File: src/rtl/mdio_receptor.sv
// ---------------------------------------------------------------------------
// mdio_receptor
//
// PHY-side Clause-22 MDIO frame decoder. Sits directly downstream of the MDIO
// frame generator, watches its mdc / mdio_out / mdio_oe, and services frames
// against an internal 32 x 16 register file. Read data is shifted back to the
// generator on mdio_in while mdio_in_oe is high.
//
// Frame (bit 31 first): ST[31:30]=01, OP[29:28] (01 write, 10 read),
// PHYAD[27:23], REGAD[22:18], TA[17:16] (ignored), DATA[15:0].
//
// Ports
//   clk         system clock, all logic on its rising edge
//   reset       synchronous, active-high
//   mdc         management clock, sampled in the clk domain
//   mdio_out    serial frame data from the generator
//   mdio_oe     high while the generator drives mdio_out
//   mdio_in     serial read data back to the generator (0 when not driving)
//   mdio_in_oe  high while this block drives mdio_in
//   wr_stb      one-clk pulse when a register write commits
//   wr_addr     register address of the last committed write
//   wr_data     data of the last committed write
//   frame_err   one-clk pulse on an aborted or illegal frame
//   busy        high whenever a frame is in progress
//
// Handshake: there is no valid/ready pair here. A frame bit is transferred
// exactly once, in the single clk cycle where mdc is high and was low on the
// previous clk (mdc rising edge); nothing is sampled or shifted otherwise.
//
// Build option
//   MDIO_PHYAD_CHECK_EN  when defined, frames whose PHYAD differs from
//                        PHY_ADDR are consumed silently (no write, no drive,
//                        no frame_err). When undefined PHYAD is ignored.
// ---------------------------------------------------------------------------
module mdio_receptor #(
    parameter logic [4:0]  PHY_ADDR    = 5'd1,
    parameter logic [15:0] REG_RST_VAL = 16'h0000
) (
    input  logic        clk,
    input  logic        reset,
    input  logic        mdc,
    input  logic        mdio_out,
    input  logic        mdio_oe,
    output logic        mdio_in,
    output logic        mdio_in_oe,
    output logic        wr_stb,
    output logic [4:0]  wr_addr,
    output logic [15:0] wr_data,
    output logic        frame_err,
    output logic        busy
);

`ifdef MDIO_PHYAD_CHECK_EN
    localparam bit PHYAD_CHECK = 1'b1;
`else
    localparam bit PHYAD_CHECK = 1'b0;
`endif

    typedef enum logic [1:0] {
        IDLE       = 2'd0,
        HEADER     = 2'd1,
        WRITE_DATA = 2'd2,
        READ_DATA  = 2'd3
    } state_t;

    state_t      state;
    logic        mdc_prev;
    logic        mdc_rise;
    logic [5:0]  bit_cnt;
    logic [15:0] shift_rx;
    logic [15:0] shift_tx;
    logic [4:0]  regad;
    logic        ignore_frame;
    logic [15:0] regs [32];

    // Receive word including the bit arriving on this edge. At the 16th edge
    // it is the complete header; at the 32nd edge it is the write data.
    logic [15:0] rx_next;
    logic [1:0]  hdr_st;
    logic [1:0]  hdr_op;
    logic [4:0]  hdr_phyad;
    logic [4:0]  hdr_regad;
    logic        hdr_legal;
    logic        hdr_foreign;

    assign mdc_rise    = mdc & ~mdc_prev;
    assign rx_next     = {shift_rx[14:0], mdio_out};
    assign hdr_st      = rx_next[15:14];
    assign hdr_op      = rx_next[13:12];
    assign hdr_phyad   = rx_next[11:7];
    assign hdr_regad   = rx_next[6:2];
    assign hdr_legal   = (hdr_st == 2'b01) && ((hdr_op == 2'b01) || (hdr_op == 2'b10));
    assign hdr_foreign = PHYAD_CHECK && (hdr_phyad != PHY_ADDR);

    assign mdio_in = mdio_in_oe & shift_tx[15];
    assign busy    = (state != IDLE);

    always_ff @(posedge clk) begin
        if (reset) begin
            state        <= IDLE;
            mdc_prev     <= 1'b0;
            bit_cnt      <= 6'd0;
            shift_rx     <= 16'h0000;
            shift_tx     <= 16'h0000;
            regad        <= 5'd0;
            ignore_frame <= 1'b0;
            mdio_in_oe   <= 1'b0;
            wr_stb       <= 1'b0;
            wr_addr      <= 5'd0;
            wr_data      <= 16'h0000;
            frame_err    <= 1'b0;
            for (int i = 0; i < 32; i++) begin
                regs[i] <= REG_RST_VAL;
            end
        end else begin
            mdc_prev  <= mdc;
            wr_stb    <= 1'b0;
            frame_err <= 1'b0;

            if (mdc_rise) begin
                case (state)
                    IDLE: begin
                        if (mdio_oe) begin
                            shift_rx <= rx_next;
                            bit_cnt  <= 6'd1;
                            state    <= HEADER;
                        end
                    end

                    HEADER: begin
                        if (!mdio_oe) begin
                            frame_err <= 1'b1;
                            bit_cnt   <= 6'd0;
                            state     <= IDLE;
                        end else begin
                            shift_rx <= rx_next;
                            bit_cnt  <= bit_cnt + 6'd1;
                            if (bit_cnt == 6'd15) begin
                                if (!hdr_legal) begin
                                    frame_err <= 1'b1;
                                    bit_cnt   <= 6'd0;
                                    state     <= IDLE;
                                end else begin
                                    regad        <= hdr_regad;
                                    ignore_frame <= hdr_foreign;
                                    if (hdr_op == 2'b01) begin
                                        state <= WRITE_DATA;
                                    end else begin
                                        // Foreign reads still walk the data
                                        // phase, just without driving.
                                        shift_tx   <= regs[hdr_regad];
                                        mdio_in_oe <= ~hdr_foreign;
                                        state      <= READ_DATA;
                                    end
                                end
                            end
                        end
                    end

                    WRITE_DATA: begin
                        if (!mdio_oe) begin
                            frame_err <= ~ignore_frame;
                            bit_cnt   <= 6'd0;
                            state     <= IDLE;
                        end else begin
                            shift_rx <= rx_next;
                            bit_cnt  <= bit_cnt + 6'd1;
                            if (bit_cnt == 6'd31) begin
                                if (!ignore_frame) begin
                                    regs[regad] <= rx_next;
                                    wr_stb      <= 1'b1;
                                    wr_addr     <= regad;
                                    wr_data     <= rx_next;
                                end
                                bit_cnt <= 6'd0;
                                state   <= IDLE;
                            end
                        end
                    end

                    READ_DATA: begin
                        // The generator has released the line; its mdio_oe
                        // carries no meaning here.
                        shift_tx <= {shift_tx[14:0], 1'b0};
                        bit_cnt  <= bit_cnt + 6'd1;
                        if (bit_cnt == 6'd31) begin
                            mdio_in_oe <= 1'b0;
                            bit_cnt    <= 6'd0;
                            state      <= IDLE;
                        end
                    end

                    default: begin
                        bit_cnt <= 6'd0;
                        state   <= IDLE;
                    end
                endcase
            end
        end
    end

endmodule

File: config.mk
export PLATFORM = sky130hd
export DESIGN_NAME = mdio_receptor
export DESIGN_NICKNAME = d
export VERILOG_FILES = /design/src/rtl/mdio_receptor.sv
export SDC_FILE = /design/constraint.sdc
export NUM_CORES = 1
export LEC_CHECK = 0
export ABC_AREA = 1
export ABC_CLOCK_PERIOD_IN_PS = 3600
export CAP_MARGIN = 25
export CORE_MARGIN = 4
export CORE_UTILIZATION = 28
export DETAILED_ROUTE_END_ITERATION = 8
export DONT_BUFFER_PORTS = 1
export PLACE_DENSITY = 0.52
export RECOVER_POWER = 50
export SLEW_MARGIN = 5
export SYNTH_ARGS = -nofsm -noshare
export SYNTH_HDL_FRONTEND = slang
export SYNTH_SLANG_ARGS = --single-unit
File: constraint.sdc
create_clock -name clk -period 3.6 [get_ports clk]
set_clock_uncertainty 0.2 [all_clocks]
set_input_delay 0.72 -clock clk [delete_from_list [all_inputs] [get_ports clk]]
set_output_delay 0.72 -clock clk [all_outputs]
set_load 0.005 [all_outputs]
==> impl_metrics.tcl <==
set metrics [dict create \
    rsz0062_at_grt "false" \
    gp_congestion 0.830 \
    firstDrtPassIters 5 \
    clk_pin_slew_ns 0.06 \
    fin_crit_ns 3.16 \
    fin_nets 2830 \
    wl_per_cell_um 18.9 \
    clockRootBuffer "clkbuf_16" \
    cts_made_buffers 61 \
    hold_path_class "in2reg" \
    seq_area_frac_synth 0.639 \
    grt_pass1_vias 18400 \
    cp_max_fo 18 \
    hpwlAfterDp_um 47100 \
    final.setup.tns_ns 0 \
    grt_pass1_wl_um 116000 \
    worst-setup-path-type "in2reg" \
    violations "max-capacitance violations, max-slew violations" \
    synth.top_cell.area_share 0.583 \
    ys.flop_type "edfxtp_1" \
    setup_ws_ns 0.441 \
    dr.first_iter.drc_count 1820 \
    clock_path_buffers 3 \
    gr-usage-met3 0.0189 \
    track_usage 0.154 \
    slowest_stage "dlygate4sd3_1" \
    initial_core_util 0.282 \
    power-per-cell-area_mw_per_mm2 501 \
    wirelength_um 77800 \
    run_status "complete, but fails checks" \
    start_kind "input port" \
    ir_drop_uv 367 \
    die_h_um 315 \
    vias 19200 \
    min_period_over_period 0.877 \
    cp-end-kind "register" \
    route.detailed.drc 0 \
    place_ws_ns 0.543 \
    use_met1 0.208 \
    insertion_delay_ns 0.61 \
    avgViaCountPerCell 4.66 \
    pin_count 31 \
    fill_cells 9719 \
    yosysMostFrequentCell "nand2_1" \
    dieArea_mm2 0.0992 \
    synth_edf_count 512 \
    multi_input_area_mm2 0.00814 \
    drive_above_1_share 0.0771 \
    yosys_warnings 0 \
    top_usage_layer "met2" \
    max_cap_violations 1 \
    port_buffers 0 \
    max_freq_ghz 0.317 \
    grt_max_degree 124 \
    path_cells "dlygate4sd3_1 > nor2_1 > inv_1 > nor2_2 > nand2_1 > clkbuf_1 > nor2_1" \
    max_slew_margin -0.140 \
    cts_htree_levels 2 \
    cp.required_ns 3.72 \
    drv_slew 11 \
    overflow 0 \
    ys_types 31 \
    cts-resized-gates 0 \
    use_met2 0.260 \
    ant_nets 0 \
    crit_arrival_ns 3.28 \
    antenna_cells 0 \
    p_leak_uw 0.0110 \
    async_flop_share 0 \
    cts_tree "yes" \
    fp.dieW_um 315 \
    setup_viol 0 \
    ff_latch_area_mm2 0.0169 \
    std_cell_rows 112 \
    synth_nets 2869 \
    cpPeakStageDelay_ns 1.09 \
    syn_area_mm2 0.0264 \
    ys_ff_latch 586 \
    final-hold-violation-count 0 \
    cp_common_cell "nor2_1" \
    worstMarginPinSlew_ns 1.69 \
    clkSinkCount 586 \
    fp.coreArea_mm2 0.0935 \
    antenna_found_initial 0 \
    postSynthAreaPerCell_um2 9.23 \
    synthesis.instances 2857 \
    synthTopCellsByArea "edfxtp_1, nand2_1, nand3_1, nor2_1, dfxtp_1" \
    syn2layout_area_growth_pct 12.8 \
    synth_area_leader_cell "edfxtp_1" \
    synth_common_cells "nand2_1, nor2_1, edfxtp_1, nand3_1, clkbuf_1" \
]
[critical path, delay by kind of cell]
kind,cells,cell delay (ns)
AND/OR/NAND/NOR,4,0.55
buffers and inverters,3,2.00
[cell type report]
class                      instances  share of cell area
clock buffer                      85              0.0553
inverter                         127              0.0164
multi-input combinational       1931               0.273
tap                             1254              0.0527
sequential                       586               0.567
clock inverter                    28             0.00513
timing repair buffer             111              0.0304
[cells by family after synthesis]
family | share of synthesized area
compound gates | 0.0276
xor+xnor | 0.000332
fa+ha+maj | 0.00332
buf+inv | 0.0503
flops | 0.639
simple gates | 0.280
[cell usage in the layout (no fill, tap or decap), drive strengths merged, types with 63 or more instances in the layout]
master  instances
a21oi          67
nor2          562
edfxtp        512
dfxtp          74
o21ai          63
inv           117
clkbuf        115
buf            80
nand2         819
nand3         396
[sequential cells by signal (all words and copies together) (netlist names), named ones only]
| register | count |
|---|---|
| bit_cnt | 6 |
| frame_err | 1 |
| mdc_prev | 1 |
| mdio_in_oe | 1 |
| regad | 5 |
| regs | 512 |
| shift_rx | 15 |
| shift_tx | 16 |
| state | 2 |
| wr_addr | 5 |
| wr_data | 16 |
| wr_stb | 1 |
[what timing repair did]
| action | 4_1_cts | 5_1_grt |
|---|---|---|
| setup buffers | 0 | 0 |
| endpoints found under the hold margin | 18 | 0 |
| hold buffers | 1 | 0 |
[final timing paths]
path,start,to,slack (ns),cells after the start
max,reset,regs[18][0],0.44,7
min,mdc,mdc_prev,0.06,2
max reg2reg,bit_cnt[0],regs[28][3],0.51,12
min reg2reg,shift_tx[0],shift_tx[0],0.27,2
[where the power goes]
part           switching [µW]  internal, µW
sequential               92.9          7670
combinational             966           328
clock                    2610          3240
[per-stage QoR]
step / power (µW) / util / hold slack, ns / area (µm²) / cells
2_1_floorplan: 8680 / - / 0.246 / 26400 / 2857
3_3_place_gp: 9180 / 0.300 / 0.249 / 28000 / 4004
3_5_place_dp: 9200 / 0.300 / 0.256 / 28100 / 4007
4_1_cts: 15000 / 0.320 / 0.0403 / 29900 / 4121
5_1_grt: 15500 / 0.318 / 0.0634 / 29800 / 4122
6_report: 14900 / 0.318 / 0.0597 / 29800 / 4122
[metal layers]
metal	vias to the layer above	part of all wire
li1	9322	-
met1	9300	0.43
met2	454	0.49
met3	131	0.046
met4	0	0.029
met5	-	0
(Power assumes the default switching activity.)
